$ cat config.mk
export PLATFORM = sky130hd
export DESIGN_NAME = fft_frame_sequencer
export DESIGN_NICKNAME = d
export VERILOG_FILES = /design/src/rtl/fft_ctrl_pkg.sv /design/src/rtl/fft_watchdog.sv /design/src/rtl/fft_frame_sequencer.sv
export SDC_FILE = /design/constraint.sdc
export NUM_CORES = 1
export LEC_CHECK = 0
export ABC_AREA = 1
export BUFFER_PORTS_ARGS = -buffer_cell sky130_fd_sc_hd__buf_2
export CAP_MARGIN = 10
export CORE_ASPECT_RATIO = 0.5
export CORE_MARGIN = 1
export CORE_UTILIZATION = 57
export CTS_CLUSTER_DIAMETER = 40
export DETAILED_ROUTE_END_ITERATION = 7
export GPL_TIMING_DRIVEN = 0
export PLACE_DENSITY_LB_ADDON = 0.08
export SYNTH_ARGS = -nofsm -noshare
export SYNTH_HDL_FRONTEND = slang
export SYNTH_SLANG_ARGS = --single-unit
$ cat constraint.sdc
create_clock -name clk -period 3.2 [get_ports clk]
set_input_delay 0.16 -clock clk [delete_from_list [all_inputs] [get_ports clk]]
set_output_delay 0.16 -clock clk [all_outputs]
set_load 0.01 [all_outputs]
$ cat src/rtl/fft_ctrl_pkg.sv
// Shared types and defaults for the FFT frame sequencer.
package fft_ctrl_pkg;
  localparam int N_POINTS_DEF = 512;
  localparam int ADDR_W_DEF   = 9;

  typedef enum logic [2:0] {
    IDLE       = 3'd0,
    CLEAR      = 3'd1,
    FILL       = 3'd2,
    WAIT_DRAIN = 3'd3,
    LOAD       = 3'd4,
    START      = 3'd5,
    RUN        = 3'd6
  } fft_state_e;
endpackage

$ cat src/rtl/fft_watchdog.sv
// RUN-phase watchdog: cleared on START, counts while running, flags TERM-1.
module fft_watchdog #(
  parameter int TO_W = 16,
  parameter int TERM = 65535
) (
  input  logic clk,
  input  logic reset,
  input  logic clear_i,
  input  logic enable_i,
  output logic expired_o
);
  logic [TO_W-1:0] cnt_q, cnt_d;

  always_comb begin
    cnt_d = cnt_q;
    if (clear_i)       cnt_d = '0;
    else if (enable_i) cnt_d = cnt_q + TO_W'(1);
  end

  always_ff @(posedge clk or negedge reset) begin
    if (!reset) cnt_q <= '0;
    else        cnt_q <= cnt_d;
  end

  assign expired_o = (cnt_q == TO_W'(TERM - 1));
endmodule

$ cat src/rtl/fft_frame_sequencer.sv
// Frame controller: clear -> fill -> wait drain -> load into FFT -> start -> run.
module fft_frame_sequencer
  import fft_ctrl_pkg::*;
#(
  parameter int N_POINTS    = N_POINTS_DEF,
  parameter int ADDR_W      = ADDR_W_DEF,
  parameter int RUN_TIMEOUT = 65535,
  parameter int TO_W        = 16,
  parameter int CNT_W       = 16
) (
  input  logic              clk,
  input  logic              reset,
  input  logic              enable,
  input  logic              sample_valid,
  input  logic              in_buffer_full,
  output logic              clear_frame,
  output logic [ADDR_W-1:0] fft_read_addr,
  output logic              load_valid,
  output logic [ADDR_W-1:0] load_addr,
  output logic              load_last,
  input  logic              out_buffer_ready,
  output logic              fft_start,
  input  logic              fft_done,
  output logic              busy,
  output logic [2:0]        state_o,
  output logic [CNT_W-1:0]  frame_count,
  output logic              overrun,
  output logic              timeout_err,
  input  logic              err_clear
);
  localparam int              LC_W    = ADDR_W + 1;
  localparam logic [LC_W-1:0] LC_LAST = LC_W'(N_POINTS);

  fft_state_e        state_q, state_d;
  logic [LC_W-1:0]   ld_cnt_q, ld_cnt_d;
  logic [ADDR_W-1:0] rd_addr_q, rd_addr_d, ld_addr_q, ld_addr_d;
  logic              ld_valid_q, ld_valid_d, ld_last_q, ld_last_d;
  logic              clear_q, start_q, busy_q;
  logic [CNT_W-1:0]  fc_q, fc_d;
  logic              ovr_q, ovr_d, to_q, to_d;
  logic              wd_expired, frame_done, frame_to, ovr_set;

  fft_watchdog #(.TO_W(TO_W), .TERM(RUN_TIMEOUT)) u_wd (
    .clk       (clk),
    .reset     (reset),
    .clear_i   (state_d == START),
    .enable_i  (state_d == RUN),
    .expired_o (wd_expired)
  );

  always_comb begin
    state_d    = state_q;
    frame_done = 1'b0;
    frame_to   = 1'b0;
    case (state_q)
      IDLE:       if (enable) state_d = CLEAR;
      CLEAR:      state_d = FILL;
      FILL:       if (in_buffer_full) state_d = WAIT_DRAIN;
      WAIT_DRAIN: if (!out_buffer_ready) state_d = LOAD;
      LOAD:       if (ld_cnt_q == LC_LAST) state_d = START;
      START:      state_d = RUN;
      RUN: begin
        // done beats a same-cycle watchdog expiry
        frame_done = fft_done;
        frame_to   = wd_expired && !fft_done;
        if (frame_done || frame_to) state_d = enable ? CLEAR : IDLE;
      end
      default:    state_d = IDLE;
    endcase
  end

  // Load cycle k reads address k; data returns a cycle later as load_addr k.
  always_comb begin
    ld_cnt_d   = (state_q == LOAD && state_d == LOAD) ? ld_cnt_q + LC_W'(1) : '0;
    ld_valid_d = (state_d == LOAD) && (ld_cnt_d != '0);
    ld_last_d  = (state_d == LOAD) && (ld_cnt_d == LC_LAST);
    rd_addr_d  = (state_d == LOAD && ld_cnt_d != LC_LAST) ? ADDR_W'(ld_cnt_d) : '0;
    ld_addr_d  = ld_valid_d ? ADDR_W'(ld_cnt_d - LC_W'(1)) : '0;
    fc_d       = frame_done ? fc_q + CNT_W'(1) : fc_q;
    ovr_set    = sample_valid && (!(state_q == IDLE || state_q == FILL) ||
                                  (state_q == FILL && in_buffer_full));
    ovr_d      = ovr_set  | (ovr_q & ~err_clear);
    to_d       = frame_to | (to_q  & ~err_clear);
  end

  always_ff @(posedge clk or negedge reset) begin
    if (!reset) begin
      state_q    <= IDLE;
      ld_cnt_q   <= '0;
      rd_addr_q  <= '0;
      ld_addr_q  <= '0;
      ld_valid_q <= 1'b0;
      ld_last_q  <= 1'b0;
      clear_q    <= 1'b0;
      start_q    <= 1'b0;
      busy_q     <= 1'b0;
      fc_q       <= '0;
      ovr_q      <= 1'b0;
      to_q       <= 1'b0;
    end else begin
      state_q    <= state_d;
      ld_cnt_q   <= ld_cnt_d;
      rd_addr_q  <= rd_addr_d;
      ld_addr_q  <= ld_addr_d;
      ld_valid_q <= ld_valid_d;
      ld_last_q  <= ld_last_d;
      clear_q    <= (state_d == CLEAR);
      start_q    <= (state_d == START);
      busy_q     <= (state_d != IDLE);
      fc_q       <= fc_d;
      ovr_q      <= ovr_d;
      to_q       <= to_d;
    end
  end

  assign clear_frame   = clear_q;
  assign fft_read_addr = rd_addr_q;
  assign load_valid    = ld_valid_q;
  assign load_addr     = ld_addr_q;
  assign load_last     = ld_last_q;
  assign fft_start     = start_q;
  assign busy          = busy_q;
  assign state_o       = state_q;
  assign frame_count   = fc_q;
  assign overrun       = ovr_q;
  assign timeout_err   = to_q;
endmodule
==> metrics.cfg <==
[worst_setup_path]
r2r_start=u_wd.cnt_q[0]
cp.arrival_ns=3.09
endpoint=load_addr[3]
r2r_setup_slack_ns=0.33
regToRegEndpoint=load_addr[3]
worst-r2r-cell-count=17
worst_setup_path_end_kind=flop
crit_fanout=10
critical_path.startpoint_type=flop
start_to_end_type_of_the_worst_setup_path=reg -> reg
startpoint=u_wd.cnt_q[0]
required_ns=3.42

[layout]
most_common_cell_after_layout_fill_and_taps_aside=sky130_fd_sc_hd__dfrtp_1
fillers=422
layout-drive-gt1-share=0.276
finalInstanceArea_um2=4140
area_growth_pct=18.1
diodes=0
mostFrequentLayoutCells=sky130_fd_sc_hd__dfrtp_1, sky130_fd_sc_hd__nand2_1, sky130_fd_sc_hd__inv_1
utilization=0.726
finalNetCount=448

[synth]
ys_flop_type=sky130_fd_sc_hd__dfrtp_1
post_synth_instance_area_um2=3510
synth_sequential_area_ratio=0.499
async_set_or_reset_flop_fraction_in_the_synthesized_netlist=1.00
synth_area_per_cell_um2=9.45
number_of_distinct_library_cell_variants_in_the_gate_level_netlist_after_synthesis=42
postSynthCellCount=371
synth-warning-count=0
mappedNetlistNets=385
synth_edf_count=0
ys_seq_elements=70

[clocking]
clk_path_buf_depth=2
ctsRootBufferMaster=sky130_fd_sc_hd__clkbuf_16
clkLatencyLatePin_ns=0.33
post_cts_resized=0
cts.hold.buffers_added=1
worst_path_clk_slew_ns=0.05
h-tree-depth=3
clock_sink_count=70
tritoncts=built
cts.repair_timing.setup_buffer_count=0
cts-buffers-inserted=9

[place]
dpl-instance-area_um2=3860
gpl.final_weighted_congestion=0.846
numPortBuffers=51
hpwl_um=4610

[timing]
timing.setup.tns_ns=0
rsz_0062_raised_after_global_routing=false
skew_ns=0.00573
finalCriticalPeriod_ns=2.87
period_share=0.898
max_slew.worst_pin.slew_ns=0.848
clock.fmax_ghz=0.348
max_slew_margin=0.435
slew_violations=0
hold_viol=0
setup-violations-final=0

[pwr]
power_w=0.00247
power.sequential.fraction=0.425
vdd.ir_drop.worst_mv=0.452
power_density_nw_per_um2=596
pwr-share-clk=0.367
internal_power_w=0.00171
power.combinational.fraction=0.208
switching_power_w=0.000756
p_leak_nw=2.27
netSwitchingFraction=0.306

[min_path]
min_path_type=in -> reg

[routing]
vias_cell=5.11
antenna_violating_nets_post_route=0
postRouteWirelength_um=6450
route.detailed.drc=0
drtIter0Drc=62
first_pass_iters=4
dr_total_vias=2609
post_drt_wl_per_cell_um=12.6

[run_status]
status=completed

[floorplan]
die_w_um=113
fp-row-count=19
die_area_um2=6490
initial_core_utilization=0.615
top_level_ports=52
coreArea_um2=5710
chipHeight_um=57.5

[job]
drv.max_cap_violation_count=0

[grt]
grt_usage=0.226
grt_start_max_net_pins=71
global_route.overflow_total=0
first_global_vias=2615
first_pass_grt_wire_length_um=11200
antenna_violations_before_repair=0

## worst max-delay path, stage by stage, from the launching register on
cell	delay, ns
sky130_fd_sc_hd__dfrtp_1	0.38
sky130_fd_sc_hd__inv_1	0.11
sky130_fd_sc_hd__ha_1	0.18
sky130_fd_sc_hd__nand2_1	0.05
sky130_fd_sc_hd__nor2_1	0.11
sky130_fd_sc_hd__nand2_2	0.10
sky130_fd_sc_hd__o21ai_4	0.21
sky130_fd_sc_hd__nand4_2	0.27
sky130_fd_sc_hd__nand3_4	0.20
sky130_fd_sc_hd__buf_8	0.17
sky130_fd_sc_hd__nor2_1	0.09
sky130_fd_sc_hd__inv_1	0.10
sky130_fd_sc_hd__ha_1	0.19
sky130_fd_sc_hd__nand2_1	0.10
sky130_fd_sc_hd__nor2_4	0.20
sky130_fd_sc_hd__nand3_4	0.12
sky130_fd_sc_hd__nand2_8	0.12
sky130_fd_sc_hd__nor2_1	0.06
## registers in the layout, summed over array words and instances, names as in the netlist
register	count
load_last	1
fft_start	1
frame_count	16
load_valid	1
fft_read_addr	9
state_o	3
clear_frame	1
load_addr	9
busy	1
u_wd.cnt_q	16
overrun	1
ld_cnt_q	10
timeout_err	1
## power by group through the flow
stage	Sequential, W	Combinational (W)	Clock (W)
floorplan	0.00108	0.000345	0
global placement	0.00106	0.000502	0
detailed placement	0.00106	0.000518	0
CTS	0.00105	0.000522	0.000929
global route	0.00106	0.000576	0.000958
finish	0.00105	0.000513	0.000907
## Yosys cell counts (all sizes together), types with 2 or more instances
cell type,instances,share of area
o21ai,11,0.019
nor2,55,0.097
dfrtp,70,0.50
nor3,11,0.017
o221a,2,0.0064
a21oi,11,0.020
o211a,2,0.0057
o22ai,2,0.0036
nand2,67,0.083
xor2,12,0.030
nor4,2,0.0054
nand4,18,0.036
ha,6,0.021
xnor2,7,0.017
nor3b,2,0.0043
nand3,20,0.041
inv,64,0.068
## worst min path at each step
stage | startpoint | endpoint | slack, ns | cells after the start
after global placement | err_clear | overrun | 0.36 | 2
after global routing | err_clear | overrun | 0.04 | 2
after floorplan | reset | busy | -0.14 | 0
after detailed placement | reset | frame_count[14] | 0.32 | 1
after CTS | err_clear | overrun | 0.02 | 2
final | err_clear | overrun | 0.03 | 2
## per-layer routing
metal | wire length, um | up-vias | part of all wire | track usage
li1 | - | 1316 | - | -
met1 | 2930 | 1231 | 0.45 | 0.256
met2 | 3200 | 51 | 0.50 | 0.403
met3 | 217 | 11 | 0.034 | 0.0744
met4 | 103 | 0 | 0.016 | 0.0977
met5 | 0 | - | 0 | 0
## stage by stage
stage	hold slack [ns]	cells	setup WS, ns
2_1_floorplan	-0.136	371	0.679
3_3_place_gp	0.356	495	0.363
3_5_place_dp	0.324	495	0.303
4_1_cts	0.0214	511	0.294
5_1_grt	0.0446	511	0.0747
6_report	0.0298	511	0.328
## kinds of logic (layout without fill, tap and decap cells)
logic type / count (synthesis) / count (layout) / synth area share
fa+ha+maj: 6 / 6 / 0.0214
flops: 70 / 70 / 0.499
compound gates: 33 / 33 / 0.0696
buf+inv: 66 / 133 / 0.0738
mux: 1 / 1 / 0.00321
xor+xnor: 19 / 19 / 0.0474
simple gates: 176 / 176 / 0.285
## area by class of cell
class                      instances  area [um2]  area share
sequential                        70        1750       0.423
multi-input combinational        235        1500       0.361
timing repair buffer              52         268      0.0646
clock buffer                      12         256      0.0619
inverter                          64         240      0.0580
tap                               73        91.3      0.0220
clock inverter                     3        20.0     0.00483
buffer                             2        18.8     0.00453
Note: power is estimated with default switching activity, not from simulation.
